$ cat src/rtl/aib_rx_pkg.sv
// Shared constants and types for the AIB receive deframer: beat field
// positions, half/word widths and the half-beat assembly states.
package aib_rx_pkg;

  localparam int BEAT_W      = 40;
  localparam int BEAT_VALID  = 39;
  localparam int BEAT_PHASE  = 38;
  localparam int BEAT_FSFULL = 37;
  localparam int BEAT_RSVD   = 36;
  localparam int HALF_W      = 36;
  localparam int WORD_W      = 72;

  typedef enum logic {
    ASM_IDLE,
    ASM_HALF
  } asm_state_e;

endpackage

$ cat src/rtl/aib_rx_deframer_if.sv
// Core-side word handshake of the AIB receive deframer (valid/ready/data).
interface aib_rx_deframer_if;
  import aib_rx_pkg::*;

  logic              rx_valid;
  logic              rx_ready;
  logic [WORD_W-1:0] rx_data;

  modport master (output rx_valid, output rx_data, input rx_ready);
  modport slave  (input rx_valid, input rx_data, output rx_ready);

endinterface

$ cat src/rtl/aib_rx_sync_fifo.sv
// First-word-fall-through synchronous FIFO; reports post-edge occupancy and
// whether the offered push is taken (a same-edge pop frees room when full).
module aib_rx_sync_fifo #(
  parameter  int WIDTH = 72,
  parameter  int DEPTH = 8,
  localparam int AW    = $clog2(DEPTH),
  localparam int CW    = AW + 1
) (
  input  logic             clk,
  input  logic             rst_n,
  input  logic             push,
  input  logic [WIDTH-1:0] wdata,
  output logic             push_ok,
  input  logic             pop,
  output logic             valid,
  output logic [WIDTH-1:0] rdata,
  output logic [CW-1:0]    occ_nxt
);

  logic [WIDTH-1:0] mem [DEPTH];
  logic [AW-1:0]    wptr_q;
  logic [AW-1:0]    rptr_q;
  logic [CW-1:0]    count_q;
  logic             do_pop;

  assign valid   = (count_q != '0);
  assign do_pop  = pop & valid;
  assign push_ok = push & ((count_q < CW'(DEPTH)) | do_pop);
  assign occ_nxt = count_q + CW'(push_ok) - CW'(do_pop);
  // Head is forced to zero while empty so the word bus reads 0 out of reset.
  assign rdata   = valid ? mem[rptr_q] : '0;

  always_ff @(posedge clk or negedge rst_n) begin
    if (!rst_n) begin
      wptr_q  <= '0;
      rptr_q  <= '0;
      count_q <= '0;
    end else begin
      wptr_q  <= wptr_q + AW'(push_ok);
      rptr_q  <= rptr_q + AW'(do_pop);
      count_q <= occ_nxt;
    end
  end

  always_ff @(posedge clk) begin
    if (push_ok) mem[wptr_q] <= wdata;
  end

endmodule

$ cat src/rtl/aib_rx_deframer.sv
// AIB far-side receive deframer: registers each 40-bit beat, pairs phase-0/1
// halves into 72-bit words, buffers them and tracks sequence/overflow errors.
module aib_rx_deframer
  import aib_rx_pkg::*;
#(
  parameter int DEPTH        = 8,
  parameter int AFULL_MARGIN = 2
) (
  input  logic                      i_aib_clk,
  input  logic                      i_rst_n,
  input  logic [19:0]               i_rx_data0,
  input  logic [19:0]               i_rx_data1,
  aib_rx_deframer_if.master         rx_if,
  output logic                      o_ns_fifo_full,
  output logic                      o_fs_fifo_full,
  input  logic                      i_err_clr,
  output logic                      o_err_seq,
  output logic                      o_err_ovf,
  output logic [7:0]                o_err_cnt
);

  localparam int CW = $clog2(DEPTH) + 1;
  localparam logic [CW-1:0] AFULL_LVL = CW'(DEPTH - AFULL_MARGIN);

  function automatic logic [7:0] sat_add(input logic [7:0] a, input logic [1:0] b);
    logic [8:0] s;
    s = {1'b0, a} + {7'b0, b};
    return s[8] ? 8'hFF : s[7:0];
  endfunction

  logic [BEAT_W-1:0] beat_q;
  logic              fs_full_q;
  logic              ns_full_q;
  asm_state_e        state_q, state_d;
  logic [HALF_W-1:0] held_q, held_d;
  logic [HALF_W-1:0] payload;
  logic              push, push_ok, seq_err, ovf_err;
  logic              fifo_valid;
  logic [CW-1:0]     occ_nxt;
  logic [1:0]        n_err;
  logic              err_seq_q, err_ovf_q;
  logic [7:0]        err_cnt_q;
  logic              unused_rsvd;

  assign payload     = beat_q[HALF_W-1:0];
  assign unused_rsvd = beat_q[BEAT_RSVD];

  // Input stage: capture every beat, then re-register the far-side flag
  always_ff @(posedge i_aib_clk or negedge i_rst_n) begin
    if (!i_rst_n) begin
      beat_q    <= '0;
      fs_full_q <= 1'b0;
    end else begin
      beat_q    <= {i_rx_data1, i_rx_data0};
      fs_full_q <= beat_q[BEAT_FSFULL];
    end
  end

  // Assembly stage: pair halves from beat_q
  always_ff @(posedge i_aib_clk or negedge i_rst_n) begin
    if (!i_rst_n) begin
      state_q <= ASM_IDLE;
      held_q  <= '0;
    end else begin
      state_q <= state_d;
      held_q  <= held_d;
    end
  end

  always_comb begin
    state_d = state_q;
    held_d  = held_q;
    push    = 1'b0;
    seq_err = 1'b0;
    if (beat_q[BEAT_VALID]) begin
      case (state_q)
        ASM_IDLE: begin
          if (beat_q[BEAT_PHASE]) begin
            seq_err = 1'b1;
          end else begin
            held_d  = payload;
            state_d = ASM_HALF;
          end
        end
        ASM_HALF: begin
          if (beat_q[BEAT_PHASE]) begin
            push    = 1'b1;
            state_d = ASM_IDLE;
          end else begin
            held_d  = payload;
            seq_err = 1'b1;
          end
        end
      endcase
    end
  end

  aib_rx_sync_fifo #(
    .WIDTH (WORD_W),
    .DEPTH (DEPTH)
  ) u_fifo (
    .clk     (i_aib_clk),
    .rst_n   (i_rst_n),
    .push    (push),
    .wdata   ({payload, held_q}),
    .push_ok (push_ok),
    .pop     (rx_if.rx_ready),
    .valid   (fifo_valid),
    .rdata   (rx_if.rx_data),
    .occ_nxt (occ_nxt)
  );

  assign rx_if.rx_valid = fifo_valid;
  assign ovf_err        = push & ~push_ok;
  assign n_err          = {1'b0, seq_err} + {1'b0, ovf_err};

  // Status stage: near-full from post-edge occupancy, sticky errors and count
  always_ff @(posedge i_aib_clk or negedge i_rst_n) begin
    if (!i_rst_n) begin
      ns_full_q <= 1'b0;
      err_seq_q <= 1'b0;
      err_ovf_q <= 1'b0;
      err_cnt_q <= '0;
    end else begin
      ns_full_q <= (occ_nxt >= AFULL_LVL);
      if (i_err_clr) begin
        err_seq_q <= seq_err;
        err_ovf_q <= ovf_err;
        err_cnt_q <= {6'b0, n_err};
      end else begin
        err_seq_q <= err_seq_q | seq_err;
        err_ovf_q <= err_ovf_q | ovf_err;
        err_cnt_q <= sat_add(err_cnt_q, n_err);
      end
    end
  end

  assign o_ns_fifo_full = ns_full_q;
  assign o_fs_fifo_full = fs_full_q;
  assign o_err_seq      = err_seq_q;
  assign o_err_ovf      = err_ovf_q;
  assign o_err_cnt      = err_cnt_q;

endmodule

$ cat src/flat_wrapper.sv
// flat-port wrapper written by rule: the top's interface ports become plain ports
module aib_rx_deframer_flat import aib_rx_pkg::*;
#(
  parameter int DEPTH        = 8,
  parameter int AFULL_MARGIN = 2
)
  (i_aib_clk, i_rst_n, i_rx_data0, i_rx_data1, o_ns_fifo_full, o_fs_fifo_full, i_err_clr, o_err_seq, o_err_ovf, o_err_cnt, rx_if_rx_valid, rx_if_rx_data, rx_if_rx_ready);
  aib_rx_deframer_if rx_if_i ();
  input  logic i_aib_clk;
  input  logic i_rst_n;
  input  logic [19:0] i_rx_data0;
  input  logic [19:0] i_rx_data1;
  output logic o_ns_fifo_full;
  output logic o_fs_fifo_full;
  input  logic i_err_clr;
  output logic o_err_seq;
  output logic o_err_ovf;
  output logic [7:0] o_err_cnt;
  output wire logic [$bits(rx_if_i.rx_valid)-1:0] rx_if_rx_valid;
  output wire logic [$bits(rx_if_i.rx_data)-1:0] rx_if_rx_data;
  input wire logic [$bits(rx_if_i.rx_ready)-1:0] rx_if_rx_ready;
  assign rx_if_rx_valid = rx_if_i.rx_valid;
  assign rx_if_rx_data = rx_if_i.rx_data;
  assign rx_if_i.rx_ready = rx_if_rx_ready;
  aib_rx_deframer #(.DEPTH(DEPTH), .AFULL_MARGIN(AFULL_MARGIN)) u_core (.i_aib_clk(i_aib_clk), .i_rst_n(i_rst_n), .i_rx_data0(i_rx_data0), .i_rx_data1(i_rx_data1), .rx_if(rx_if_i), .o_ns_fifo_full(o_ns_fifo_full), .o_fs_fifo_full(o_fs_fifo_full), .i_err_clr(i_err_clr), .o_err_seq(o_err_seq), .o_err_ovf(o_err_ovf), .o_err_cnt(o_err_cnt));
endmodule
$ cat config.mk
export PLATFORM = sky130hd
export DESIGN_NAME = aib_rx_deframer_flat
export DESIGN_NICKNAME = d
export VERILOG_FILES = /design/src/rtl/aib_rx_pkg.sv /design/src/rtl/aib_rx_deframer_if.sv /design/src/rtl/aib_rx_sync_fifo.sv /design/src/rtl/aib_rx_deframer.sv /design/src/flat_wrapper.sv
export SDC_FILE = /design/constraint.sdc
export NUM_CORES = 1
export LEC_CHECK = 0
export ABC_CLOCK_PERIOD_IN_PS = 29100
export CELL_PAD_IN_SITES_DETAIL_PLACEMENT = 0
export CELL_PAD_IN_SITES_GLOBAL_PLACEMENT = 1
export CORE_MARGIN = 2
export CORE_UTILIZATION = 50
export CTS_CLUSTER_DIAMETER = 40
export DETAILED_ROUTE_END_ITERATION = 12
export PLACE_DENSITY = 0.74
export SLEW_MARGIN = 20
export SYNTH_ARGS = -nofsm -noshare
export SYNTH_HDL_FRONTEND = slang
export SYNTH_SLANG_ARGS = --single-unit
$ cat constraint.sdc
create_clock -name i_aib_clk -period 29.1 [get_ports i_aib_clk]
set_input_delay 4.365 -clock i_aib_clk [delete_from_list [all_inputs] [get_ports i_aib_clk]]
set_output_delay 4.365 -clock i_aib_clk [all_outputs]
set_load 0.03 [all_outputs]
==> run metrics, run 1 <==
per-cell via count in the routed design roughly 5.7; routability congestion estimate from global placement 0.695; worst hold endpoint u_core.o_fs_fifo_full; Register-to-Register Setup Slack 25820 ps; Req. time, crit path 24730 ps; library cell used as clock root buffer sky130_fd_sc_hd__clkbuf_16; total number of clock tree sinks just under 700; count of unique library cells instantiated by Yosys about 40; number of I/O port buffers 127; maximum VDD drop 0.0553 mV; kind of start point of the critical path flop; number of synthesized register bits 674; total area of sequential cells 19800 um^2; fraction of synthesized cell area taken by the top area cell type 0.690; cell repeated most along the worst path sky130_fd_sc_hd__buf_4; worst-skew pair later-pin latency 630 ps; CP Max Fanout slightly above 40; Async S/R FF share, synth 0.145; top library cells by usage in the layout, fill and taps aside sky130_fd_sc_hd__edfxtp_1 (576), sky130_fd_sc_hd__mux4_2 (144), sky130_fd_sc_hd__clkdlybuf4s50_1 (126); number of buffers created by CTS 88; Worst EP arrival 4400 ps; gr busiest metal met2; area taken by multi-input logic gates 4970 um^2; max-slew violations 0; DR vias 11500; met1 Usage GRT 0.268; synthesized cell area 25100 um^2; max-cap viol count 0; Clk pin slew, worst setup/hold paths around 60 ps; x dimension of the die 228 um; wire length of the first global-routing pass 74.5 mm; placed cell areas 27000 um^2; pin count of the biggest net entering global routing 75; starting density of the core 0.503; final-layout setup total negative slack 0 ps; Worst Min Path Start u_core.beat_q[37]; Critical R2R Launch u_core.u_fifo.count_q[2]; IO Pins around 130; worst-case setup margin in the final layout between 20000 and 25000 ps; final critical-path share of the clock period 0.301; run status complete, no violations; global routing usage on met3 0.0421; kind of end point of the critical path output port; Post-Syn Nets 1131; Inserted Diodes 0; Longest Clk Path Bufs 3; path type of the worst min-delay path flop to flop; estimated wirelength of the detail-placed design 23.9 mm; TritonCTS clock tree built; top area cells in the synthesized netlist sky130_fd_sc_hd__edfxtp_1 (69%), sky130_fd_sc_hd__mux4_2 (13%), sky130_fd_sc_hd__dfrtp_1 (9.8%); global route total overflow 0; depth of the CTS H-tree 3; achievable frequency 114 MHz; floorplan row count 82; highest-delay cell along the critical path sky130_fd_sc_hd__dfrtp_4; setup repair after global routing missed its margin no; number of DRC markers after the initial detailed-route iteration 1062; Detail Route Antenna Nets 0; die height 228 um; Seq/Total Area, Yosys 0.788; routed length per placed instance 24.3 um; R2R cell count 6; leakage power total 10.2 nW; layout-stage area growth over the synthesis result 20.5%; cell area after layout 30200 um^2; top_reg_cell synth sky130_fd_sc_hd__edfxtp_1; number of hold-repair buffers added at the cts stage 0; number of enable-type register cells in the synthesized netlist 576; kind of critical path flop to output port; clock skew after layout 49.0 ps; normalized max-slew margin 0.281; count of filler cells inserted in the layout 3507; most common library cell in the layout ignoring fill and taps sky130_fd_sc_hd__edfxtp_1; DRC viols 0; Reg-to-Reg End u_core.u_fifo.mem[3][51]; fin nets 1319; drt pass-1 iters 5; final setup violating endpoints 0; family with the most delay on the worst path buffers and inverters; final hold violation count 0; worst slew pin tran 1080 ps; Resized Gates After CTS 0; gr usage total 0.193; number of warnings printed during yosys synthesis 0; via count of the first global-routing pass 12300; antenna violations before repair 0; delay of the slowest critical-path stage 1010 ps; core area 49900 um^2; proportion of layout cells with a drive suffix above 1 0.278; Place WS 20800 ps; cell-by-cell trace of the critical path buf_4, buf_4, mux4_2, a22o_1, clkdlybuf4s50_1; Post-CTS Setup Repair Bufs 0; drt total wl 48.9 mm; die area 52000 um^2; Bufs and invs on worst path 3; synthesized instance count between 1000 and 1500; Hold Path Stages 0; Min Clock Period, post-route between 8000 and 9000 ps; GRT met2 Usage 0.313; Syn Area/Cell 23.4 um^2; PwrDens 105 nW/um^2; area leader, netlist sky130_fd_sc_hd__edfxtp_1
-- state kept, by name, indices dropped and copies added (netlist names) --
signal and count:
u_core.beat_q 39, u_core.u_fifo.rptr_q 3, u_core.o_err_seq 1, u_core.u_fifo.count_q 4, u_core.held_q 36, u_core.state_q 1
u_core.o_fs_fifo_full 1, u_core.o_err_ovf 1, u_core.o_err_cnt 8, u_core.u_fifo.mem 576, u_core.u_fifo.wptr_q 3, u_core.o_ns_fifo_full 1
-- worst register-to-register path, delay by kind of cell (launching register included) --
family	cells	cell delay [ps]
flops	1	320
fa+ha+maj	1	180
buf+inv	2	870
simple gates	2	1200
compound gates	1	300
-- routing by layer --
layer  routed length [um]  up-vias
met5                    0        -
met4                  832        0
met3                 2860       63
met2                24200      338
met1                20900     6134
li1                     -     4916
-- final cells by class --
cell class,count,share of cell area
timing repair buffer,150,0.0482
clock buffer,97,0.0753
tap,672,0.0278
clock inverter,68,0.0289
inverter,14,0.00174
multi-input combinational,332,0.164
sequential,674,0.654
-- logic make-up (layout without fill, tap and decap cells) --
group | count (synthesis) | count (layout) | synth area share
flip-flops | 674 | 674 | 0.788
XOR/XNOR | 5 | 5 | 0.00175
adder cells (fa/ha/maj) | 15 | 15 | 0.00808
AND/OR/NAND/NOR | 36 | 36 | 0.00893
buffers and inverters | 66 | 329 | 0.0164
AO/OA/AOI/OAI | 96 | 96 | 0.0317
multiplexers | 180 | 180 | 0.146
-- worst max-delay path by stage --
| stage | startpoint | end | cells after the start |
|---|---|---|---|
| 2_1_floorplan | rx_if_rx_ready | u_core.u_fifo.mem[7][0] | 2 |
| 3_3_place_gp | u_core.u_fifo.rptr_q[0] | rx_if_rx_data[31] | 5 |
| 3_5_place_dp | u_core.u_fifo.rptr_q[0] | rx_if_rx_data[31] | 5 |
| 4_1_cts | u_core.u_fifo.rptr_q[0] | rx_if_rx_data[31] | 5 |
| 5_1_grt | u_core.u_fifo.rptr_q[0] | rx_if_rx_data[31] | 5 |
| 6_report | u_core.u_fifo.rptr_q[0] | rx_if_rx_data[59] | 5 |
-- per-stage QoR --
stage / hold WS, ps / util / power, mW / instances
floorplan: 331 / - / 1.80 / 1072
global placement: 339 / 0.542 / 2.09 / 1841
detailed placement: 343 / 0.542 / 2.10 / 1841
CTS: 359 / 0.606 / 3.22 / 2006
global route: 361 / 0.606 / 3.31 / 2007
finish: 356 / 0.606 / 3.19 / 2007
-- cells in the mapped netlist, drive strengths merged, types with 2 or more instances --
library cell  count
fa                2
edfxtp          576
nor2b             2
nand2             4
a21o              4
clkbuf            8
mux2             36
mux4            144
a21oi             6
and2              3
nor3b             3
nand3             3
or3               4
inv              14
ha               13
dfrtp            98
xor2              5
nor2              6
a31oi             4
and3              2
buf              44
o21ai             2
a2bb2oi           2
nor3              2
a22o             73
nor4b             2
-- power breakdown --
| group | switching [mW] | total [mW] | leakage [nW] | internal [mW] |
|---|---|---|---|---|
| registers | 0.0657 | 1.17 | 6.35 | 1.10 |
| logic | 0.475 | 0.891 | 2.30 | 0.417 |
| clock network | 0.433 | 1.12 | 1.51 | 0.690 |
No activity file was read; power rests on OpenSTA's default activity.
==> inputs of run 2 (changes only) <==
--- a/config.mk
+++ b/config.mk
@@ -5,11 +5,11 @@
 export SDC_FILE = /design/constraint.sdc
 export NUM_CORES = 1
 export LEC_CHECK = 0
-export ABC_CLOCK_PERIOD_IN_PS = 29100
+export ABC_CLOCK_PERIOD_IN_PS = 7550
 export CELL_PAD_IN_SITES_DETAIL_PLACEMENT = 0
 export CELL_PAD_IN_SITES_GLOBAL_PLACEMENT = 1
 export CORE_MARGIN = 2
-export CORE_UTILIZATION = 50
+export CORE_UTILIZATION = 48
 export CTS_CLUSTER_DIAMETER = 40
 export DETAILED_ROUTE_END_ITERATION = 12
 export PLACE_DENSITY = 0.74
==> constraint.sdc (replaced) <==
create_clock -name i_aib_clk -period 7.55 [get_ports i_aib_clk]
set_input_delay 1.1325 -clock i_aib_clk [delete_from_list [all_inputs] [get_ports i_aib_clk]]
set_output_delay 1.1325 -clock i_aib_clk [all_outputs]
set_load 0.03 [all_outputs]
==> run metrics, run 2 (synthesis results as in run 1) <==
run status complete, no violations (unchanged); number of buffers created by CTS 86 (was 88); antenna violations before repair 2 (was 0); drt total wl 49.2 mm (was 48.9 mm); global route total overflow 0 (unchanged); layout-stage area growth over the synthesis result 20.3% (was 20.5%); Register-to-Register Setup Slack 4240 ps (was 25820 ps); estimated wirelength of the detail-placed design 23.7 mm (was 23.9 mm); Tot Pwr 12.2 mW (was 3.19 mW); die area 54100 um^2 (was 52000 um^2); depth of the CTS H-tree 3 (unchanged); IO Pins 129 (unchanged); Clk pin slew, worst setup/hold paths 60 ps (about the same); largest register by flop count u_core.u_fifo.mem (unchanged); proportion of layout cells with a drive suffix above 1 0.274 (was 0.278); total number of clock tree sinks 674 (unchanged); per-cell via count in the routed design 5.67 (was 5.71); number of flip-flops in the largest register 576 (unchanged); CP Max Fanout 59 (was 41); normalized max-slew margin 0.227 (was 0.281); worst-skew pair later-pin latency 620 ps (was 630 ps); maximum VDD drop 0.262 mV (was 0.0553 mV); setup repair after global routing missed its margin no (unchanged); Req. time, crit path 6420 ps (was 24730 ps); Critical R2R Launch u_core.u_fifo.count_q[3] (was u_core.u_fifo.count_q[2]); Core Util, Final 0.586 (was 0.606); number of DRC markers after the initial detailed-route iteration 933 (was 1062); achievable frequency 200 MHz; final hold violation count 0 (unchanged); delay of the slowest critical-path stage 840 ps (was 1010 ps); total area of sequential cells 19800 um^2 (unchanged); kind of critical path flop to output port (unchanged); clock skew after layout 15.8 ps (was 49.0 ps); DR vias 11400 (was 11500); routed length per placed instance 24.5 um (was 24.3 um); worst slew pin tran 1160 ps (was 1080 ps); gr usage total 0.188 (was 0.193); top library cells by usage in the layout, fill and taps aside sky130_fd_sc_hd__edfxtp_1 (576), sky130_fd_sc_hd__mux4_2 (144), sky130_fd_sc_hd__clkdlybuf4s50_1 (126) (unchanged); leakage power total 10.1 nW (was 10.2 nW); Min Clock Period, post-route 5000 ps; count of filler cells inserted in the layout 3729 (was 3507); Critical Path Source u_core.u_fifo.count_q[2] (was u_core.u_fifo.rptr_q[0]); max-cap viol count 0 (unchanged); drt pass-1 iters 5 (unchanged); kind of end point of the critical path output port (unchanged); core area 51500 um^2 (was 49900 um^2); max-slew violations 0 (unchanged); highest-delay cell along the critical path sky130_fd_sc_hd__buf_4 (was sky130_fd_sc_hd__dfrtp_4); Detail Route Antenna Nets 0 (unchanged); kind of start point of the critical path flop (unchanged); die height 233 um (was 228 um); library cell used as clock root buffer sky130_fd_sc_hd__clkbuf_16 (unchanged); final setup violating endpoints 0 (unchanged); via count of the first global-routing pass 12200 (was 12300); Worst Min Path Start u_core.beat_q[37] (unchanged); floorplan row count 83 (was 82); Resized Gates After CTS 0 (unchanged); TritonCTS clock tree built (unchanged); most common library cell in the layout ignoring fill and taps sky130_fd_sc_hd__edfxtp_1 (unchanged); Post-CTS Setup Repair Bufs 0 (unchanged); final-layout setup total negative slack 0 ps (unchanged); path type of the worst min-delay path flop to flop (unchanged); final critical-path share of the clock period 0.663; routability congestion estimate from global placement 0.711 (was 0.695); x dimension of the die 233 um (was 228 um); wire length of the first global-routing pass 74.9 mm (was 74.5 mm); DRC viols 0 (unchanged); Longest Clk Path Bufs 3 (unchanged); fin nets 1315 (was 1319); cell-by-cell trace of the critical path inv_1, ha_1, or3b_1, nor2b_4, buf_4, a22o_1, clkdlybuf4s50_1 (was buf_4, buf_4, mux4_2, a22o_1, clkdlybuf4s50_1); PwrDens 403 nW/um^2 (was 105 nW/um^2); number of hold-repair buffers added at the cts stage 0 (unchanged); pin count of the biggest net entering global routing 130 (was 75); number of I/O port buffers 127 (unchanged); Worst EP arrival 3870 ps (was 4400 ps); Largest regs u_core.u_fifo.mem (576), u_core.beat_q (39), u_core.held_q (36) (unchanged); starting density of the core 0.487 (was 0.503); area taken by multi-input logic gates 4990 um^2 (was 4970 um^2)
## run 2: cell types whose count changed in the layout (fill, tap and decap cells not counted), moves of 2 or more
cell                         delta
sky130_fd_sc_hd__clkbuf_8       +4
sky130_fd_sc_hd__buf_4          -3
sky130_fd_sc_hd__nor4b_4        +2
sky130_fd_sc_hd__clkbuf_1       +2
sky130_fd_sc_hd__clkinv_4       -5
sky130_fd_sc_hd__clkinvlp_4     +3
sky130_fd_sc_hd__inv_8          -3
sky130_fd_sc_hd__nor4b_2        -2
## run 2: path summary, 6_finish.rpt
path,depth (start not counted),end
max in group asynchronous,2,u_core.u_fifo.rptr_q[0]
hold / removal,0,u_core.o_fs_fifo_full
setup / recovery,7,rx_if_rx_data[35]
setup reg to reg,7,u_core.u_fifo.mem[4][25]
min in group asynchronous,1,u_core.beat_q[1]
hold reg to reg,0,u_core.o_fs_fifo_full
## run 2: metal layers
metal,global-route usage,vias up,wire (um)
met3,0.0395,74,2540
met5,0,-,0
met4,0.0557,0,991
li1,-,4914,-
met1,0.263,6104,21300
met2,0.302,314,24400
## run 2: critical path, delay by kind of cell (launching register included)
kind	cells	cell delay [ps]
buf+inv	3	1610
simple gates	2	770
fa+ha+maj	1	180
compound gates	1	370
flops	1	320
## run 2: layout make-up
| type | count | share of cell area |
|---|---|---|
| diodes | 1 | 0.0000830 |
| multi-input cells | 332 | 0.166 |
| inverters | 14 | 0.00174 |
| clock buffers | 102 | 0.0767 |
| clock inverters | 60 | 0.0245 |
| well taps | 680 | 0.0282 |
| flip-flops and latches | 674 | 0.655 |
| repair buffers | 148 | 0.0482 |
## run 2: power by group
part / switching (mW) / total [mW] / internal [mW]
clock network: 1.60 / 4.22 / 2.62
logic: 1.91 / 3.52 / 1.60
registers: 0.175 / 4.43 / 4.26
## run 2: through the flow
stage          area, um^2  cells  worst slack [ps]  hold WS (ps)
2_1_floorplan       25100   1072               327           331
3_3_place_gp        27100   1848              3100           333
3_5_place_dp        27100   1848              3150           345
4_1_cts             30200   2010              2450           358
5_1_grt             30200   2011              2310           366
6_report            30200   2011              2550           353
